$ cat src/rtl/key_cmd_sched.sv
// Round-robin scheduler: latches debounced key presses as pending requests and
// issues them one at a time to a motor controller, with a cmd_done watchdog.
module key_cmd_sched #(
  parameter int NUM_KEYS    = 4,
  parameter int ID_W        = 2,
  parameter int TIMEOUT_CYC = 500000000
) (
  input  logic                sys_clk,
  input  logic                sys_rst_n,
  input  logic [NUM_KEYS-1:0] key_flag,
  input  logic [NUM_KEYS-1:0] key_value,
  output logic                cmd_valid,
  output logic [ID_W-1:0]     cmd_id,
  input  logic                cmd_ready,
  input  logic                cmd_done,
  output logic                busy,
  output logic [NUM_KEYS-1:0] pend_mask,
  output logic                timeout_err
);

  localparam int                CNT_W   = (TIMEOUT_CYC > 2) ? $clog2(TIMEOUT_CYC) : 1;
  localparam logic [CNT_W-1:0]  CNT_MAX = CNT_W'(TIMEOUT_CYC - 1);
  localparam logic [ID_W-1:0]   LAST_ID = ID_W'(NUM_KEYS - 1);

  typedef enum logic [1:0] {
    S_IDLE      = 2'd0,
    S_ISSUE     = 2'd1,
    S_WAIT_DONE = 2'd2
  } state_e;

  state_e              state_q, state_d;
  logic                cmd_valid_q, cmd_valid_d;
  logic [ID_W-1:0]     cmd_id_q, cmd_id_d;
  logic [ID_W-1:0]     rr_ptr_q, rr_ptr_d;
  logic [CNT_W-1:0]    cnt_q, cnt_d;
  logic [NUM_KEYS-1:0] pend_q, pend_d;
  logic                busy_q, busy_d;
  logic                timeout_err_q, timeout_err_d;
  logic [NUM_KEYS-1:0] press;
  logic [NUM_KEYS-1:0] clr_mask;

  // First set bit of req at or after start, wrapping; caller guarantees req != 0.
  function automatic logic [ID_W-1:0] rr_pick(input logic [NUM_KEYS-1:0] req,
                                              input logic [ID_W-1:0]     start);
    logic [ID_W-1:0] pick;
    logic            found;
    int              idx;
    pick  = '0;
    found = 1'b0;
    for (int k = 0; k < NUM_KEYS; k++) begin
      idx = int'(start) + k;
      if (idx >= NUM_KEYS) idx = idx - NUM_KEYS;
      if (!found && req[idx]) begin
        found = 1'b1;
        pick  = ID_W'(idx);
      end
    end
    return pick;
  endfunction

  assign press = key_flag & ~key_value;

  // NOTE: every signal written here gets a default first so no path leaves it unassigned (no latch).
  always_comb begin
    state_d       = state_q;
    cmd_valid_d   = cmd_valid_q;
    cmd_id_d      = cmd_id_q;
    rr_ptr_d      = rr_ptr_q;
    cnt_d         = cnt_q;
    timeout_err_d = 1'b0;
    clr_mask      = '0;

    case (state_q)
      S_IDLE: begin
        if (|pend_q) begin
          cmd_id_d    = rr_pick(pend_q, rr_ptr_q);
          cmd_valid_d = 1'b1;
          state_d     = S_ISSUE;
        end
      end
      S_ISSUE: begin
        if (cmd_valid_q && cmd_ready) begin
          clr_mask    = {{(NUM_KEYS-1){1'b0}}, 1'b1} << cmd_id_q;
          cmd_valid_d = 1'b0;
          rr_ptr_d    = (cmd_id_q == LAST_ID) ? '0 : cmd_id_q + ID_W'(1);
          cnt_d       = '0;
          state_d     = S_WAIT_DONE;
        end
      end
      S_WAIT_DONE: begin
        // A done arriving in the expiry cycle still counts as a clean finish.
        if (cmd_done) begin
          state_d = S_IDLE;
        end else if (cnt_q == CNT_MAX) begin
          timeout_err_d = 1'b1;
          state_d       = S_IDLE;
        end else begin
          cnt_d = cnt_q + CNT_W'(1);
        end
      end
      default: state_d = S_IDLE;
    endcase

    // Clear before set so a press landing on its own accept cycle re-arms the key.
    pend_d = (pend_q & ~clr_mask) | press;
    busy_d = (state_d != S_IDLE);
  end

  // NOTE: sequential state uses non-blocking assignments so every flop samples pre-edge values.
  always_ff @(posedge sys_clk or negedge sys_rst_n) begin
    if (!sys_rst_n) begin
      state_q       <= S_IDLE;
      cmd_valid_q   <= 1'b0;
      cmd_id_q      <= '0;
      rr_ptr_q      <= '0;
      cnt_q         <= '0;
      pend_q        <= '0;
      busy_q        <= 1'b0;
      timeout_err_q <= 1'b0;
    end else begin
      state_q       <= state_d;
      cmd_valid_q   <= cmd_valid_d;
      cmd_id_q      <= cmd_id_d;
      rr_ptr_q      <= rr_ptr_d;
      cnt_q         <= cnt_d;
      pend_q        <= pend_d;
      busy_q        <= busy_d;
      timeout_err_q <= timeout_err_d;
    end
  end

  assign cmd_valid   = cmd_valid_q;
  assign cmd_id      = cmd_id_q;
  assign busy        = busy_q;
  assign pend_mask   = pend_q;
  assign timeout_err = timeout_err_q;

endmodule

$ cat config.mk
export PLATFORM = sky130hd
export DESIGN_NAME = key_cmd_sched
export DESIGN_NICKNAME = d
export VERILOG_FILES = /design/src/rtl/key_cmd_sched.sv
export SDC_FILE = /design/constraint.sdc
export NUM_CORES = 1
export LEC_CHECK = 0
export ABC_AREA = 1
export CAP_MARGIN = 30
export CORE_MARGIN = 2
export CORE_UTILIZATION = 50
export CTS_CLUSTER_SIZE = 24
export DETAILED_ROUTE_END_ITERATION = 12
export PLACE_DENSITY_LB_ADDON = 0.25
export SETUP_SLACK_MARGIN = 0.4
export SYNTH_ARGS = -nofsm -noshare
export SYNTH_HDL_FRONTEND = slang
export SYNTH_SLANG_ARGS = --single-unit
$ cat constraint.sdc
create_clock -name sys_clk -period 5 [get_ports sys_clk]
set_input_delay 1 -clock sys_clk [delete_from_list [all_inputs] [get_ports sys_clk]]
set_output_delay 1 -clock sys_clk [all_outputs]
set_load 0.005 [all_outputs]
---- Yosys cells after proc, flatten, opt, wreduce, memory -nomap -nowiden ----
Index checks and enable logic that the tools add are counted.
word-level totals
  register bits after elaboration ......... 42
  input port bits ......................... 12
cells by class
  add/subtract/negate cells ............... 9
  magnitude comparators ................... 8
  equality and inequality tests ........... 8
  shifts and indexed selects .............. 1
  muxes and demuxes ....................... 55
  bitwise gates (word level) .............. 5
  reductions and logical operators ........ 16
operators with widths
  cell                                                                           number
  32-bit two-way mux                                                             12
  32-bit by 4-bit less-than comparator with 1-bit output, second input constant  4
  29-bit two-way mux                                                             3
  29-bit case mux with 2 select lines                                            1
  29-bit by 1-bit adder with 29-bit output, second input constant                1
  29-bit == test, second input constant                                          1
  1-bit two-way mux                                                              22
  2-bit two-way mux                                                              9
  3-bit by 3-bit subtractor with 4-bit output, second input constant             3
  3-bit greater-or-equal comparator, second input constant                       3
  4-bit AND                                                                      2
  1-bit binary-select mux with 2-bit select                                      4
  4-bit two-way mux                                                              2
  2-bit inequality test, second input constant                                   4
  4-bit NOT                                                                      2
  2-bit by 2-bit adder with 3-bit output, second input constant                  2
  2-bit case mux with 3 select lines                                             1
  2-bit nonzero test                                                             3
  2-bit == test, second input constant                                           2
  1-bit logical AND                                                              4
  4-bit bitwise OR                                                               1
  2-bit AND reduction                                                            2
  4-bit AND reduction                                                            1
  4-bit OR reduction                                                             1
  other kinds (10)                                                               12

---- Depth between registers and ports, before layout ----
Gate-level depths: netlist of the first run.
  word-level depth ........................ 23
  depth in mapped cells ................... 11

---- Worst setup path before layout of the first run ----
Ideal clock, no wire load.
  path type ............................... input port to flip-flop
  start point ............................. input cmd_ready
  end point ............................... register cnt_q[11]
  arrival ................................. 1,778 ps
  setup slack ............................. 3,156 ps
  cell stages on the path ................. 6
  path buffers ............................ 1
  cell sequence ........................... nand2_1 -> nor2_4 -> inv_2 -> clkbuf_1 -> nand3_1 -> nand2_2
on the way
  cells in the longest elaborated chain, start to end .. 3
RTL lines
  item                                    line  source
  start, declared                         14    input logic cmd_ready,
  1-bit logical AND                       82    if (cmd_valid_q && cmd_ready) begin
  2-bit inequality test (no source line)  --
  4-bit AND reduction (no source line)    --
  end signal, assigned                    125   cnt_q <= cnt_d;
  end, declared                           35    logic [CNT_W-1:0] cnt_q, cnt_d;
Every way passes these cells.
A chain may end at the register's enable or synchronous reset.

---- Worst setup path in the final report of the first run ----
  start point ............................. register state_q[1]
  end point ............................... register cnt_q[24]
on the way
  cells in the longest elaborated chain, start to end .. 3
RTL lines
  item                                                                                 line  source
  start, declared                                                                      31    state_e state_q, state_d;
  start signal, assigned                                                               121   state_q <= state_d;
  2-bit == test / 2-bit by 1-bit == test with 1-bit output (equally long branches)     73    case (state_q)
  2-bit inequality test (no source line) / 2-bit nonzero test (equally long branches)  --
  4-bit AND reduction (no source line)                                                 --
Parallel ways exist; a longest one is shown, timed or not.

==> results of run 1 <==
[state kept, by name, indices dropped and copies added (netlist names)]
name / count
cnt_q: 29
pend_mask: 4
cmd_id: 2
rr_ptr_q: 2
state_q: 2
busy: 1
cmd_valid: 1
timeout_err: 1
[layout by cell type (no fill, tap or decap)]
cell,netlist,final
nand4_1,2,2
inv_2,5,5
nor3_1,3,3
nand2_2,37,37
inv_1,40,40
ha_1,5,5
xnor2_1,6,6
nand3_2,1,1
clkbuf_8,2,5
a21oi_1,2,2
nand3_1,51,51
nand2_1,159,159
nor2_1,83,83
clkdlybuf4s50_1,0,19
buf_2,1,1
clkinvlp_4,0,1
nand3_4,1,1
a31oi_1,1,1
nor3_2,1,1
nor2_2,2,2
clkinv_2,0,1
nand2_4,2,2
dfrtp_1,42,42
clkinv_4,0,1
nor4_1,1,1
buf_16,0,1
nor2_4,3,3
o21ai_0,8,8
xor2_1,8,8
nand2_8,1,1
[stage by stage]
stage / util, % / power (W) / hold slack (ns) / cells
after detailed placement: 55.2 / 0.000975 / 0.500 / 559
final: 57.1 / 0.00119 / 0.523 / 568
after global placement: 55.2 / 0.000958 / 0.506 / 559
after CTS: 56.7 / 0.00120 / 0.523 / 567
after floorplan: - / 0.000862 / 0.493 / 476
after global routing: 57.1 / 0.00131 / 0.569 / 568
[final cells by class]
type / count / area share (%)
multi-input cells: 377 / 52.5
flip-flops and latches: 42 / 30.7
repair buffers: 21 / 6.51
inverters: 45 / 4.93
well taps: 75 / 2.74
clock buffers: 5 / 2.01
clock inverters: 3 / 0.621
[where the power goes]
part | leakage [nW] | internal, W | switching [W] | total [W]
clock | 0.0441 | 0.0000982 | 0.000127 | 0.000225
combinational | 0.960 | 0.000176 | 0.000336 | 0.000512
sequential | 0.550 | 0.000390 | 0.0000668 | 0.000457
total | 1.55 | 0.000665 | 0.000529 | 0.00119
[worst reg2reg max path: stages, from the launching register on]
cell and delay (ns):
dfrtp_1 0.40, inv_1 0.06, nor2_1 0.04, inv_1 0.68
nor2_1 0.24, nand2_4 0.38, nand2_8 0.26, nand2_1 0.13
nand2_1 0.05
[cells by family (layout without fill, tap and decap cells)]
group / after synthesis / count (layout) / share of synthesized area [%]
AO/OA/AOI/OAI: 11 / 11 / 1.80
XOR/XNOR: 14 / 14 / 3.91
adder cells (fa/ha/maj): 5 / 5 / 2.00
buffers and inverters: 57 / 74 / 9.14
flip-flops: 42 / 42 / 33.5
AND/OR/NAND/NOR: 347 / 347 / 49.6
[metal layers]
| metal | GRT usage [%] | vias to the layer above |
|---|---|---|
| li1 | - | 1492 |
| met1 | 27.7 | 1316 |
| met2 | 37.2 | 47 |
| met3 | 4.08 | 15 |
| met4 | 8.05 | 0 |
| met5 | 0 | - |
[worst paths after layout]
check / start / endpoint / slack, ns / cells past startpoint
max in group asynchronous: sys_rst_n / cnt_q[27]$_DFFE_PN0P_ / 3.88 / 2
hold / removal: cmd_valid$_DFFE_PN0P_ / cmd_valid$_DFFE_PN0P_ / 0.52 / 2
hold reg to reg: cmd_valid$_DFFE_PN0P_ / cmd_valid$_DFFE_PN0P_ / 0.52 / 2
min in group asynchronous: sys_rst_n / cnt_q[2]$_DFFE_PN0P_ / 0.63 / 1
setup reg to reg: state_q[1]$_DFF_PN0_ / cnt_q[24]$_DFFE_PN0P_ / 2.64 / 8
setup / recovery: state_q[1]$_DFF_PN0_ / cnt_q[24]$_DFFE_PN0P_ / 2.64 / 8
==> flow_metrics.env, run 1 <==
export IMPL_gp_congestion=0.889
export IMPL_avgSynthCellArea_um2=6.58
export IMPL_synth_top_area_share_pct=33.5
export IMPL_rsz0062_at_grt="no"
export IMPL_synth_area_mm2=0.00313
export IMPL_drc=0
export IMPL_fp_row_count=28
export IMPL_wl_met1_um=3150
export IMPL_met3_length_um=237
export IMPL_clk_latency_ns=0.31
export IMPL_tightest_slew_ns=0.942
export IMPL_timing_fmax_mhz=424
export IMPL_worst_setup_path_end_kind="flop"
export IMPL_critPathSlowestCell="inv_1"
export IMPL_drtAntennaViolNets=0
export IMPL_synth_cell_types=30
export IMPL_path_max_fanout=31
export IMPL_crit_family="simple AND/OR/NAND/NOR gates"
export IMPL_hold_viol=0
export IMPL_post_dp_hpwl_um=5070
export IMPL_diodes=0
export IMPL_fin_area_mm2=0.00342
export IMPL_finalClockSkew_ns=0.0174
export IMPL_crit_buf_inv=2
export IMPL_cts_root_buf="clkbuf_8"
export IMPL_hp_class="reg2reg"
export IMPL_grt_pass1_vias=2818
export IMPL_pre_cts_slack_ns=2.33
export IMPL_synth_largest_area_cell="dfrtp_1"
export IMPL_post_cts_resized=0
export IMPL_antenna_found_initial=0
export IMPL_synth_area_top_cells="dfrtp_1 34%, nand2_1 19%, nor2_1 9.9%"
export IMPL_setup_tns_final_ns=0
export IMPL_grt_usage_pct=21.9
export IMPL_synth_edf_count=0
export IMPL_die_y_um=83.2
export IMPL_outcome="finished clean"
export IMPL_cp_cell_sequence="inv_1 -> nor2_1 -> inv_1 -> nor2_1 -> nand2_4 -> nand2_8 -> nand2_1 -> nand2_1"
export IMPL_ir_drop_mv=0.320
export IMPL_fin_nets=509
export IMPL_start_kind="flop"
export IMPL_holdBufCountCts=0
export IMPL_yosysSeqAreaShare_pct=33.5
export IMPL_final_layout_size_suffix_gt1_share_pct=12.8
export IMPL_max_stage_delay_ns=0.68
export IMPL_clk_pin_slew_ns=0.09
export IMPL_clockBufferDepth=2
export IMPL_crit_required_ns=5.19
export IMPL_max_cap_violations=0
export IMPL_firstDrtPassIters=5
export IMPL_layout_area_seq_mm2=0.00105
export IMPL_fin_crit_sh_pct=47.1
export IMPL_slew_viol_final=0
export IMPL_critPathArrivalTime_ns=2.54
export IMPL_ys_ff_latch=42
export IMPL_routed_via_density=5.05
export IMPL_wl_met2_um=3430
export IMPL_yosys_most_used_dff="dfrtp_1"
export IMPL_post_route_min_period_ns=2.36
export IMPL_wl_per_cell_um=12.3
export IMPL_yosys_warnings=0
export IMPL_placed_cell_area_mm2=0.00331
export IMPL_synthCells=476
export IMPL_netlist_top_cells_count="159 x nand2_1, 83 x nor2_1, 51 x nand3_1"
export IMPL_numCtsBuffers=5
export IMPL_synth_net_count=493
export IMPL_post_cts_buffers=0
export IMPL_port_buffers=20
export IMPL_ios=21
export IMPL_wl_um=6970
export IMPL_multi_input_area_mm2=0.00180
export IMPL_fillCellCount=553
export IMPL_synth_most_common_cell="nand2_1"
export IMPL_criticalPathCategory="reg2reg"
export IMPL_grt_overflow_total=0
export IMPL_area_delta_synth_final_pct=9.22
export IMPL_initial_core_util_pct=52.3
export IMPL_grt_pass1_wl_um=12700
export IMPL_grt_max_degree=43
export IMPL_setup_viol=0
export IMPL_cts_tree="built"
export IMPL_die_area_mm2=0.00692
export IMPL_async_reset_ff_share_pct=100
export IMPL_maxSlewHeadroom_pct=37.2
export IMPL_die_x_um=83.2
export IMPL_num_vias=2870
export IMPL_h_tree_depth=2
export IMPL_core_area_mm2=0.00599
export IMPL_fin_ws_ns=2.64
export IMPL_top_layer="met4"
export IMPL_p_per_area_mw_per_mm2=349
export IMPL_leakagePower_nw=1.55
export IMPL_drtIter0Drc=104
export IMPL_cts_sinks=42
Power figures use the tool's default switching activity.
==> run 2: changes to the inputs <==
Clock period 5 ns to 2.4 ns, I/O delays scaled along.
==> run 2 against run 1 <==
  * Cell count is 0.88% higher
  * Via count is 1.0% higher
  * Highest routed layer unchanged
  * First-iteration DRC count grew 55%
  * Routed wire length rose by 4.8%
  * Register-to-register slack worse by 2.1 ns
  * Fmax increased by 25%
  * Sequential cell count unchanged
  * Critical path depth is 2 higher
  * Worst hold slack worse by 0.29 ns
==> flow_metrics.env, run 2 (synthesis results as in run 1) <==
export IMPL_clk_pin_slew_ns=0.09
export IMPL_largest_reg_flops=29
export IMPL_ios=21
export IMPL_drtIter0Drc=161
export IMPL_postLayoutCoreUtil_pct=57.8
export IMPL_drtAntennaViolNets=0
export IMPL_leakagePower_nw=1.57
export IMPL_clockBufferDepth=2
export IMPL_timing_fmax_mhz=530
export IMPL_slew_viol_final=0
export IMPL_die_y_um=83.2
export IMPL_hold_viol=0
export IMPL_antenna_found_initial=0
export IMPL_initial_core_util_pct=52.3
export IMPL_grt_pass1_vias=2800
export IMPL_fin_ws_ns=0.514
export IMPL_die_area_mm2=0.00692
export IMPL_largest_register="cnt_q"
export IMPL_cts_root_buf="clkbuf_8"
export IMPL_routed_via_density=5.06
export IMPL_diodes=0
export IMPL_final_common_cell="nand2_1"
export IMPL_grt_pass1_wl_um=12900
export IMPL_internal_power_w=0.00141
export IMPL_die_x_um=83.2
export IMPL_fp_row_count=28
export IMPL_cts_sinks=42
export IMPL_cts_tree="built"
export IMPL_clkPwrFrac_pct=18.3
export IMPL_worst_setup_path_end_kind="flop"
export IMPL_setup_viol=0
export IMPL_maxSlewHeadroom_pct=65.0
export IMPL_max_cap_violations=0
export IMPL_clk_latency_ns=0.30
export IMPL_outcome="finished clean"
export IMPL_port_buffers=20
export IMPL_numCtsBuffers=5
export IMPL_tightest_slew_ns=0.525
export IMPL_num_vias=2899
export IMPL_grt_usage_pct=22.2
export IMPL_path_max_fanout=17
export IMPL_wl_per_cell_um=12.7
export IMPL_pre_cts_slack_ns=0.393
export IMPL_drc=0
export IMPL_crit_required_ns=2.59
export IMPL_area_delta_synth_final_pct=10.4
export IMPL_setup_tns_final_ns=0
export IMPL_switching_share_pct=44.3
export IMPL_p_per_area_mw_per_mm2=733
export IMPL_pwr_share_seq_pct=37.8
export IMPL_firstDrtPassIters=4
export IMPL_placed_cells=564
export IMPL_gp_congestion=0.918
export IMPL_finalClockSkew_ns=0.0114
export IMPL_holdBufCountCts=0
export IMPL_fin_crit_sh_pct=78.6
export IMPL_critPathArrivalTime_ns=2.07
export IMPL_fin_nets=514
export IMPL_p_comb_share_pct=43.9
export IMPL_grt_overflow_total=0
export IMPL_criticalPathCategory="reg2reg"
export IMPL_hp_class="in2async"
export IMPL_layoutNonFillerInstCount=573
export IMPL_h_tree_depth=2
export IMPL_switchingPower_w=0.00112
export IMPL_layout_common_cells="159 x nand2_1, 83 x nor2_1, 51 x nand3_1, 41 x dfrtp_1, 40 x inv_1"
export IMPL_reg2reg_slack_ns=0.51
export IMPL_post_route_min_period_ns=1.89
export IMPL_start_kind="flop"
export IMPL_ir_drop_mv=0.562
export IMPL_wl_um=7300
export IMPL_rsz0062_at_grt="yes"
export IMPL_core_area_mm2=0.00599
export IMPL_post_dp_hpwl_um=5410
export IMPL_grt_max_degree=43
export IMPL_final_layout_size_suffix_gt1_share_pct=14.1
==> run 2: cell count changes in the layout (fill, tap and decap cells not counted), sizes merged <==
| cell | previous run | this run |
|---|---|---|
| buf | 2 | 6 |
| nand2 | 199 | 200 |
==> run 2: what timing repair did <==
action,CTS,global route
gates cloned,0,1
resized for setup,1,3
pin swaps,0,1
setup endpoints to repair,14,28
setup buffers,0,0
==> run 2: final timing paths <==
| path | startpoint | cells after the start | endpoint |
|---|---|---|---|
| max in group asynchronous | sys_rst_n | 2 | cnt_q[0]$_DFFE_PN0P_ |
| worst min register to register | cmd_valid$_DFFE_PN0P_ | 2 | cmd_valid$_DFFE_PN0P_ |
| worst min-delay path | sys_rst_n | 2 | cnt_q[2]$_DFFE_PN0P_ |
| worst max register to register | cnt_q[0]$_DFFE_PN0P_ | 10 | cnt_q[23]$_DFFE_PN0P_ |
| worst max-delay path | cnt_q[0]$_DFFE_PN0P_ | 10 | cnt_q[23]$_DFFE_PN0P_ |
| min in group sys_clk | cmd_valid$_DFFE_PN0P_ | 2 | cmd_valid$_DFFE_PN0P_ |
==> run 2: power groups by stage <==
stage	clock, W	combinational, W	sequential, W
after floorplan	0	0.000870	0.000927
after global placement	0	0.00107	0.000966
after detailed placement	0	0.00109	0.000975
after CTS	0.000479	0.00109	0.000962
after global routing	0.000514	0.00128	0.000985
final	0.000464	0.00111	0.000960
==> run 2: area by class of cell <==
cell class	instances	area, µm²
clock buffers	5	68.8
clock inverters	3	21.3
fillers	587	2530
inverters	45	169
multi-input cells	378	1820
flip-flops and latches	42	1050
well taps	75	93.8
repair buffers	25	236
==> run 2: metal layers <==
layer	global-route usage (%)	up-vias	part of all wire, %
met5	0	-	0
met4	5.07	0	1.6
met3	3.08	12	3.0
met2	40.0	57	51
met1	28.1	1330	45
li1	-	1500	-
==> run 2: metrics by stage <==
stage | hold WS [ns] | area [µm²] | total power [W]
4_1_cts | 0.251 | 3440 | 0.00253
3_3_place_gp | 0.530 | 3340 | 0.00204
6_report | 0.235 | 3460 | 0.00254
3_5_place_dp | 0.529 | 3340 | 0.00206
2_1_floorplan | 0.184 | 3130 | 0.00180
5_1_grt | 0.276 | 3460 | 0.00277
==> run 2: worst max-delay path, cell delays in order, from the launching register on <==
cell and delay (ns):
dfrtp_2 0.42, ha_2 0.25, nand3_2 0.12, inv_2 0.11, nand2_4 0.08, nor2_4 0.12
nand3_4 0.12, nand2_8 0.17, nand2_4 0.19, nand2_1 0.12, nand2_1 0.05
